## src/rtl/sram_access_ctrl.sv

```systemverilog
// Command sequencer for sram_top: serialises writes through the SIPO, strobes the
// array, and returns read words on a valid/ready response port.
module sram_access_ctrl #(
  parameter int ROWS      = 16,
  parameter int COLS      = 8,
  parameter int WR_CYCLES = 2,
  parameter int RD_CYCLES = 2,
  localparam int AW       = $clog2(ROWS)
) (
  input  logic            clk,
  input  logic            rst,
  input  logic            cmd_valid,
  output logic            cmd_ready,
  input  logic            cmd_we,
  input  logic [AW-1:0]   cmd_addr,
  input  logic [COLS-1:0] cmd_wdata,
  output logic            rd_valid,
  input  logic            rd_ready,
  output logic [COLS-1:0] rd_data,
  output logic            busy,
  output logic            sipo_arst_n,
  output logic            serial_in,
  output logic            shift,
  output logic            load,
  output logic            w_en,
  output logic            r_en,
  output logic [AW-1:0]   row_addr,
  input  logic [COLS-1:0] data_out
);

  // One shared down-counter, wide enough for the largest reload value.
  localparam int BW  = $clog2(COLS + 1);
  localparam int WW  = $clog2(WR_CYCLES + 1);
  localparam int RW  = $clog2(RD_CYCLES + 1);
  localparam int CW0 = (BW > WW) ? BW : WW;
  localparam int CW  = (CW0 > RW) ? CW0 : RW;

  typedef enum logic [2:0] {IDLE, SHIFT, LOAD, WRITE, READ, RESP} state_t;

  state_t          state_reg;
  logic [CW-1:0]   cnt_reg;
  logic [COLS-1:0] wdata_reg;
  logic [AW-1:0]   addr_reg;
  logic            shift_reg;
  logic            load_reg;
  logic            w_en_reg;
  logic            r_en_reg;
  logic            serial_reg;
  logic            rd_valid_reg;
  logic [AW-1:0]   row_addr_reg;
  logic [COLS-1:0] rd_data_reg;

  assign cmd_ready   = (state_reg == IDLE) && !rst;
  assign busy        = (state_reg != IDLE);
  assign sipo_arst_n = ~rst;
  assign serial_in   = serial_reg;
  assign shift       = shift_reg;
  assign load        = load_reg;
  assign w_en        = w_en_reg;
  assign r_en        = r_en_reg;
  assign row_addr    = row_addr_reg;
  assign rd_valid    = rd_valid_reg;
  assign rd_data     = rd_data_reg;

  always_ff @(posedge clk) begin
    if (rst) begin
      state_reg    <= IDLE;
      cnt_reg      <= '0;
      wdata_reg    <= '0;
      addr_reg     <= '0;
      shift_reg    <= 1'b0;
      load_reg     <= 1'b0;
      w_en_reg     <= 1'b0;
      r_en_reg     <= 1'b0;
      serial_reg   <= 1'b0;
      rd_valid_reg <= 1'b0;
      row_addr_reg <= '0;
      rd_data_reg  <= '0;
    end else begin
      case (state_reg)
        IDLE: begin
          // cmd_ready is high here because rst is low and we are IDLE.
          if (cmd_valid) begin
            addr_reg <= cmd_addr;
            if (cmd_we) begin
              state_reg  <= SHIFT;
              cnt_reg    <= CW'(COLS);
              shift_reg  <= 1'b1;
              serial_reg <= cmd_wdata[COLS-1];
              wdata_reg  <= cmd_wdata << 1;
            end else begin
              state_reg    <= READ;
              cnt_reg      <= CW'(RD_CYCLES);
              r_en_reg     <= 1'b1;
              row_addr_reg <= cmd_addr;
            end
          end
        end
        SHIFT: begin
          if (cnt_reg == CW'(1)) begin
            state_reg  <= LOAD;
            shift_reg  <= 1'b0;
            serial_reg <= 1'b0;
            load_reg   <= 1'b1;
          end else begin
            cnt_reg    <= cnt_reg - CW'(1);
            serial_reg <= wdata_reg[COLS-1];
            wdata_reg  <= wdata_reg << 1;
          end
        end
        LOAD: begin
          state_reg    <= WRITE;
          load_reg     <= 1'b0;
          w_en_reg     <= 1'b1;
          row_addr_reg <= addr_reg;
          cnt_reg      <= CW'(WR_CYCLES);
        end
        WRITE: begin
          if (cnt_reg == CW'(1)) begin
            state_reg    <= IDLE;
            w_en_reg     <= 1'b0;
            row_addr_reg <= '0;
          end else begin
            cnt_reg <= cnt_reg - CW'(1);
          end
        end
        READ: begin
          // Sample the sense amps on the last edge r_en is still asserted.
          if (cnt_reg == CW'(1)) begin
            state_reg    <= RESP;
            r_en_reg     <= 1'b0;
            row_addr_reg <= '0;
            rd_data_reg  <= data_out;
            rd_valid_reg <= 1'b1;
          end else begin
            cnt_reg <= cnt_reg - CW'(1);
          end
        end
        RESP: begin
          if (rd_ready) begin
            state_reg    <= IDLE;
            rd_valid_reg <= 1'b0;
          end
        end
        default: state_reg <= IDLE;
      endcase
    end
  end

endmodule

```

## config.mk

```make
export PLATFORM = sky130hd
export DESIGN_NAME = sram_access_ctrl
export DESIGN_NICKNAME = d
export VERILOG_FILES = /design/src/rtl/sram_access_ctrl.sv
export SDC_FILE = /design/constraint.sdc
export NUM_CORES = 1
export LEC_CHECK = 0
export CAP_MARGIN = 20
export CORE_MARGIN = 5
export CORE_UTILIZATION = 40
export CTS_BUF_LIST = sky130_fd_sc_hd__clkbuf_8
export DETAILED_ROUTE_END_ITERATION = 10
export GPL_TIMING_DRIVEN = 0
export HOLD_SLACK_MARGIN = 0.06
export PLACE_DENSITY = 0.7
export RECOVER_POWER = 100
export SLEW_MARGIN = 25
export SYNTH_ARGS = -nofsm -noshare
export SYNTH_HDL_FRONTEND = slang
export SYNTH_SLANG_ARGS = --single-unit
```

## constraint.sdc

```tcl
create_clock -name clk -period 1.6 [get_ports clk]
set_input_delay 0.4 -clock clk [delete_from_list [all_inputs] [get_ports clk]]
set_output_delay 0.4 -clock clk [all_outputs]
set_load 0.05 [all_outputs]
```

==> metrics.sh, run 1 <==
FINAL_NETS=297
CAP_VIOLATIONS=0
FIRSTDRTPASSITERS=4
TIGHTESTPINTRANSITION_NS=0.597
DETAILROUTE.WIRELENGTH.MET2_MM=2.33
SETUP_VIOLATIONS=13
VIA_PER_INST=5.45
FINAL_PERIOD_MINUS_WORST_SETUP_SLACK_NS=1.71
GRT_USAGE=0.153
FIN_AREA_UM2=2660
CTS_TREE='done'
CRITICAL_PATH.REG2REG.STARTPOINT='cnt_reg[1]'
HP-START='rst'
RESULT_OF_THE_RUN='complete, but fails checks'
LARGEST_NET_DEGREE_AT_THE_START_OF_GLOBAL_ROUTING=11
MIN-DELAY-PATH-CLASS='input port to register'
VDD_DROP_MAX_uV=662
AREA_SHARE_OF_THE_LEADING_CELL_TYPE_IN_THE_SYNTHESIZED_NETLIST=0.404
ARRIVAL_TIME_OF_DATA_AT_THE_CRITICAL_PATH_ENDPOINT_NS=1.31
DIE-HEIGHT_UM=76.8
LAYOUT_COMMONEST_CELL='sky130_fd_sc_hd__dfxtp_1'
SYNTH_CELL_TYPE_COUNT=44
ANTENNA_VIOLATIONS_BEFORE_REPAIR=0
YOSYS_REGISTER_BITS=36
CLK_LATENCY_NS=0.29
POWER.DENSITY_CELL_AREA_nW_PER_UM2=1100
GLOBALPLACE.CONGESTION=0.808
PLACEDINSTANCEAREA_UM2=2320
GLOBALROUTEOVERFLOWTOTAL=0
SKEW_NS=0.0111
GRT_SETUP_UNREPAIRED='yes'
LAYOUT_WORST_PATH_CYCLE_SHARE=1.07
DIE_W_UM=76.8
CTS_HTREE_LEVELS=2
CRIT_PATH_START='state_reg[1]'
SYNTH_EDF_COUNT=0
CRITPATHLAUNCHTYPE='register'
WORST_EP_REQUIRED_TIME_NS=1.20
CLOCK_TREE.ROOT_CELL='sky130_fd_sc_hd__clkbuf_8'
INITIAL_CORE_UTIL=0.410
FIRST_GLOBAL_VIAS=1599
YS_TOP_CELLS_BY_AREA='sky130_fd_sc_hd__dfxtp_1 40%, sky130_fd_sc_hd__a21oi_1 6.7%, sky130_fd_sc_hd__mux2i_1 5.6%'
SUMMED_INSTANCE_AREA_OF_THE_SYNTHESIZED_NETLIST_UM2=1790
VIOLATIONS='negative setup slack'
CATEGORY_OF_THE_MOST_CRITICAL_SETUP_PATH='register to primary output'
HIGHEST-SIGNAL-LAYER='met4'
CTS_HOLD_BUFFERS=0
ROUTE.VIAS.TOTAL=1756
GRT_PASS1_WL_MM=7.52
DRIVE_GT1_FRAC=0.281
TIMING_HOLD_VIOLATIONS_FINAL=0
DR.FIRST_ITER.DRC_COUNT=115
FINAL_CRITICAL_PATH_SETUP_SLACK_NS=-0.109
SYN_AVG_CELL_AREA_UM2=8.58
CLOCK-SINKS=36
FF2FF_PATH_DEPTH=6
MET3_LENGTH_UM=280
POST-ROUTE-DRC-COUNT=0
FLOORPLAN.IO_PINS=46
CRITPATHMAXFANOUT=3
DETAIL_ROUTE.WIRELENGTH_MM=4.78
END_KIND='primary output'
CLKTRANSATPATHREGS_NS=0.07
MAX_CLOCK_FREQ_MHz=585
WORST_HOLD_PATH.NUM_CELLS=2
CTS_BUFFERS=5
NETLIST.TOP_CELL.BY_AREA='sky130_fd_sc_hd__dfxtp_1'
DRT-MET1-WL_MM=2.16
AREAGROWTHSYNTHTOFINISH_PCT=49.1
PORT-BUFFER-COUNT=44
FINALSETUPTNS_NS=-0.691
CTS.PATH.MAX_BUFFERS=2
ROWS=24
ANTENNA_CELLS=0
SYNTH_FF_TYPE='sky130_fd_sc_hd__dfxtp_1'
FIN_WORST_HOLD_SLACK_NS=0.439
HPWLAFTERDP_MM=3.20
WIRE_PER_INST_UM=14.9
CORE_UM2=4350
LARGEST_REGISTER_FFS=8
DESIGN_POWER_TOTAL_uW=2920
CELLLEAKAGEPOWER_uW=0.00107
SYNTH.YOSYS.SEQ_AREA_SHARE=0.404
HIGHEST_COUNT_CELLS_IN_THE_LAYOUT_IGNORING_FILL_AND_TAPS='31 x sky130_fd_sc_hd__dfxtp_1, 24 x sky130_fd_sc_hd__nand2_1, 21 x sky130_fd_sc_hd__clkdlybuf4s50_1'
YOSYSWARNINGCOUNT=0
MAXSLEWVIOLCOUNT=0
ASYNC_FLOP_SHARE=0
ANT_NETS=0
SYNTH_FP_NETS=235
DIE-AREA_UM2=5900
SYNTHCELLS=208
SLEW_HEADROOM=0.602
==> cell type report <==
class                      instances  area (µm²)
buffer                            12        71.3
clock buffer                       7        96.3
fill                             390        1690
inverter                           7        26.3
multi-input combinational        151        1140
sequential                        36         737
tap                               52        65.1
timing repair buffer              57         529
==> final timing paths <==
kind / to / slack [ns]
max: cmd_ready / -0.11
min: wdata_reg[4] / 0.44
max reg2reg: row_addr[1] / -0.08
min reg2reg: rd_data[3] / 0.45
==> Yosys cell counts (2+ instances only) <==
cell / instances
sky130_fd_sc_hd__ha_1: 2
sky130_fd_sc_hd__a22o_1: 4
sky130_fd_sc_hd__nor3_1: 7
sky130_fd_sc_hd__a221o_1: 2
sky130_fd_sc_hd__nand3_1: 4
sky130_fd_sc_hd__a21oi_1: 24
sky130_fd_sc_hd__nand2_1: 24
sky130_fd_sc_hd__buf_2: 5
sky130_fd_sc_hd__inv_1: 7
sky130_fd_sc_hd__a211oi_2: 5
sky130_fd_sc_hd__nor2b_1: 4
sky130_fd_sc_hd__nand2b_1: 2
sky130_fd_sc_hd__or3_1: 3
sky130_fd_sc_hd__a211oi_1: 8
sky130_fd_sc_hd__a22oi_1: 3
sky130_fd_sc_hd__nor2_1: 18
sky130_fd_sc_hd__dfxtp_1: 36
sky130_fd_sc_hd__buf_4: 3
sky130_fd_sc_hd__nor3b_1: 5
sky130_fd_sc_hd__o21ai_0: 4
sky130_fd_sc_hd__clkbuf_1: 6
sky130_fd_sc_hd__mux2i_1: 10
==> cells by family (layout without fill, tap and decap cells) <==
family / count (synthesis) / count (layout) / share of synthesized area
AO/OA/AOI/OAI: 61 / 61 / 0.249
XOR/XNOR: 1 / 1 / 0.00491
adder cells (fa/ha/maj): 2 / 2 / 0.0140
buffers and inverters: 21 / 83 / 0.0540
flip-flops: 36 / 36 / 0.404
multiplexers: 10 / 10 / 0.0561
AND/OR/NAND/NOR: 77 / 77 / 0.218
==> layer usage <==
metal	global-route usage	vias up
met5	0	-
met3	0.0398	2
met1	0.205	839
li1	-	867
met2	0.245	48
met4	0.0315	0
==> report_power, final <==
part           internal, µW  leakage (µW)  switching (µW)
logic                   504      0.000719             625
clock network           384     0.0000503             319
registers              1000      0.000298            87.4
total                  1890       0.00107            1030
==> repair_timing <==
item                       CTS  global route
gates cloned                 1             0
resized for setup           61            35
setup endpoints to repair   53            32
setup buffers                9             4
pin swaps                    9            14
==> metrics by stage <==
| stage | setup slack [ns] | cells | util |
|---|---|---|---|
| after floorplan | -0.00966 | 208 | - |
| after global placement | -0.839 | 304 | 0.533 |
| after detailed placement | -0.854 | 304 | 0.533 |
| after CTS | -0.113 | 318 | 0.575 |
| after global routing | -0.161 | 322 | 0.611 |
| final | -0.109 | 322 | 0.611 |
==> critical path: stages (launching register included) <==
cell,delay (ns)
sky130_fd_sc_hd__dfxtp_4,0.36
sky130_fd_sc_hd__or3_4,0.42
sky130_fd_sc_hd__nor2_4,0.09
sky130_fd_sc_hd__buf_6,0.16
Note: power is estimated with default switching activity, not from simulation.
==> run 2: changes to the inputs <==
--- a/config.mk
+++ b/config.mk
@@ -14,7 +14,7 @@
 export HOLD_SLACK_MARGIN = 0.06
 export PLACE_DENSITY = 0.7
 export RECOVER_POWER = 100
-export SLEW_MARGIN = 25
+export SLEW_MARGIN = 20
 export SYNTH_ARGS = -nofsm -noshare
 export SYNTH_HDL_FRONTEND = slang
 export SYNTH_SLANG_ARGS = --single-unit
==> results of run 2 <==
Final layout, timing and power as in run 1 (identical DEF).
==> run 3: changes to the inputs <==
--- a/config.mk
+++ b/config.mk
@@ -5,7 +5,7 @@
 export SDC_FILE = /design/constraint.sdc
 export NUM_CORES = 1
 export LEC_CHECK = 0
-export CAP_MARGIN = 20
+export CAP_MARGIN = 10
 export CORE_MARGIN = 5
 export CORE_UTILIZATION = 40
 export CTS_BUF_LIST = sky130_fd_sc_hd__clkbuf_8
==> results of run 3 <==
Final layout, timing and power as in run 1 (identical DEF).
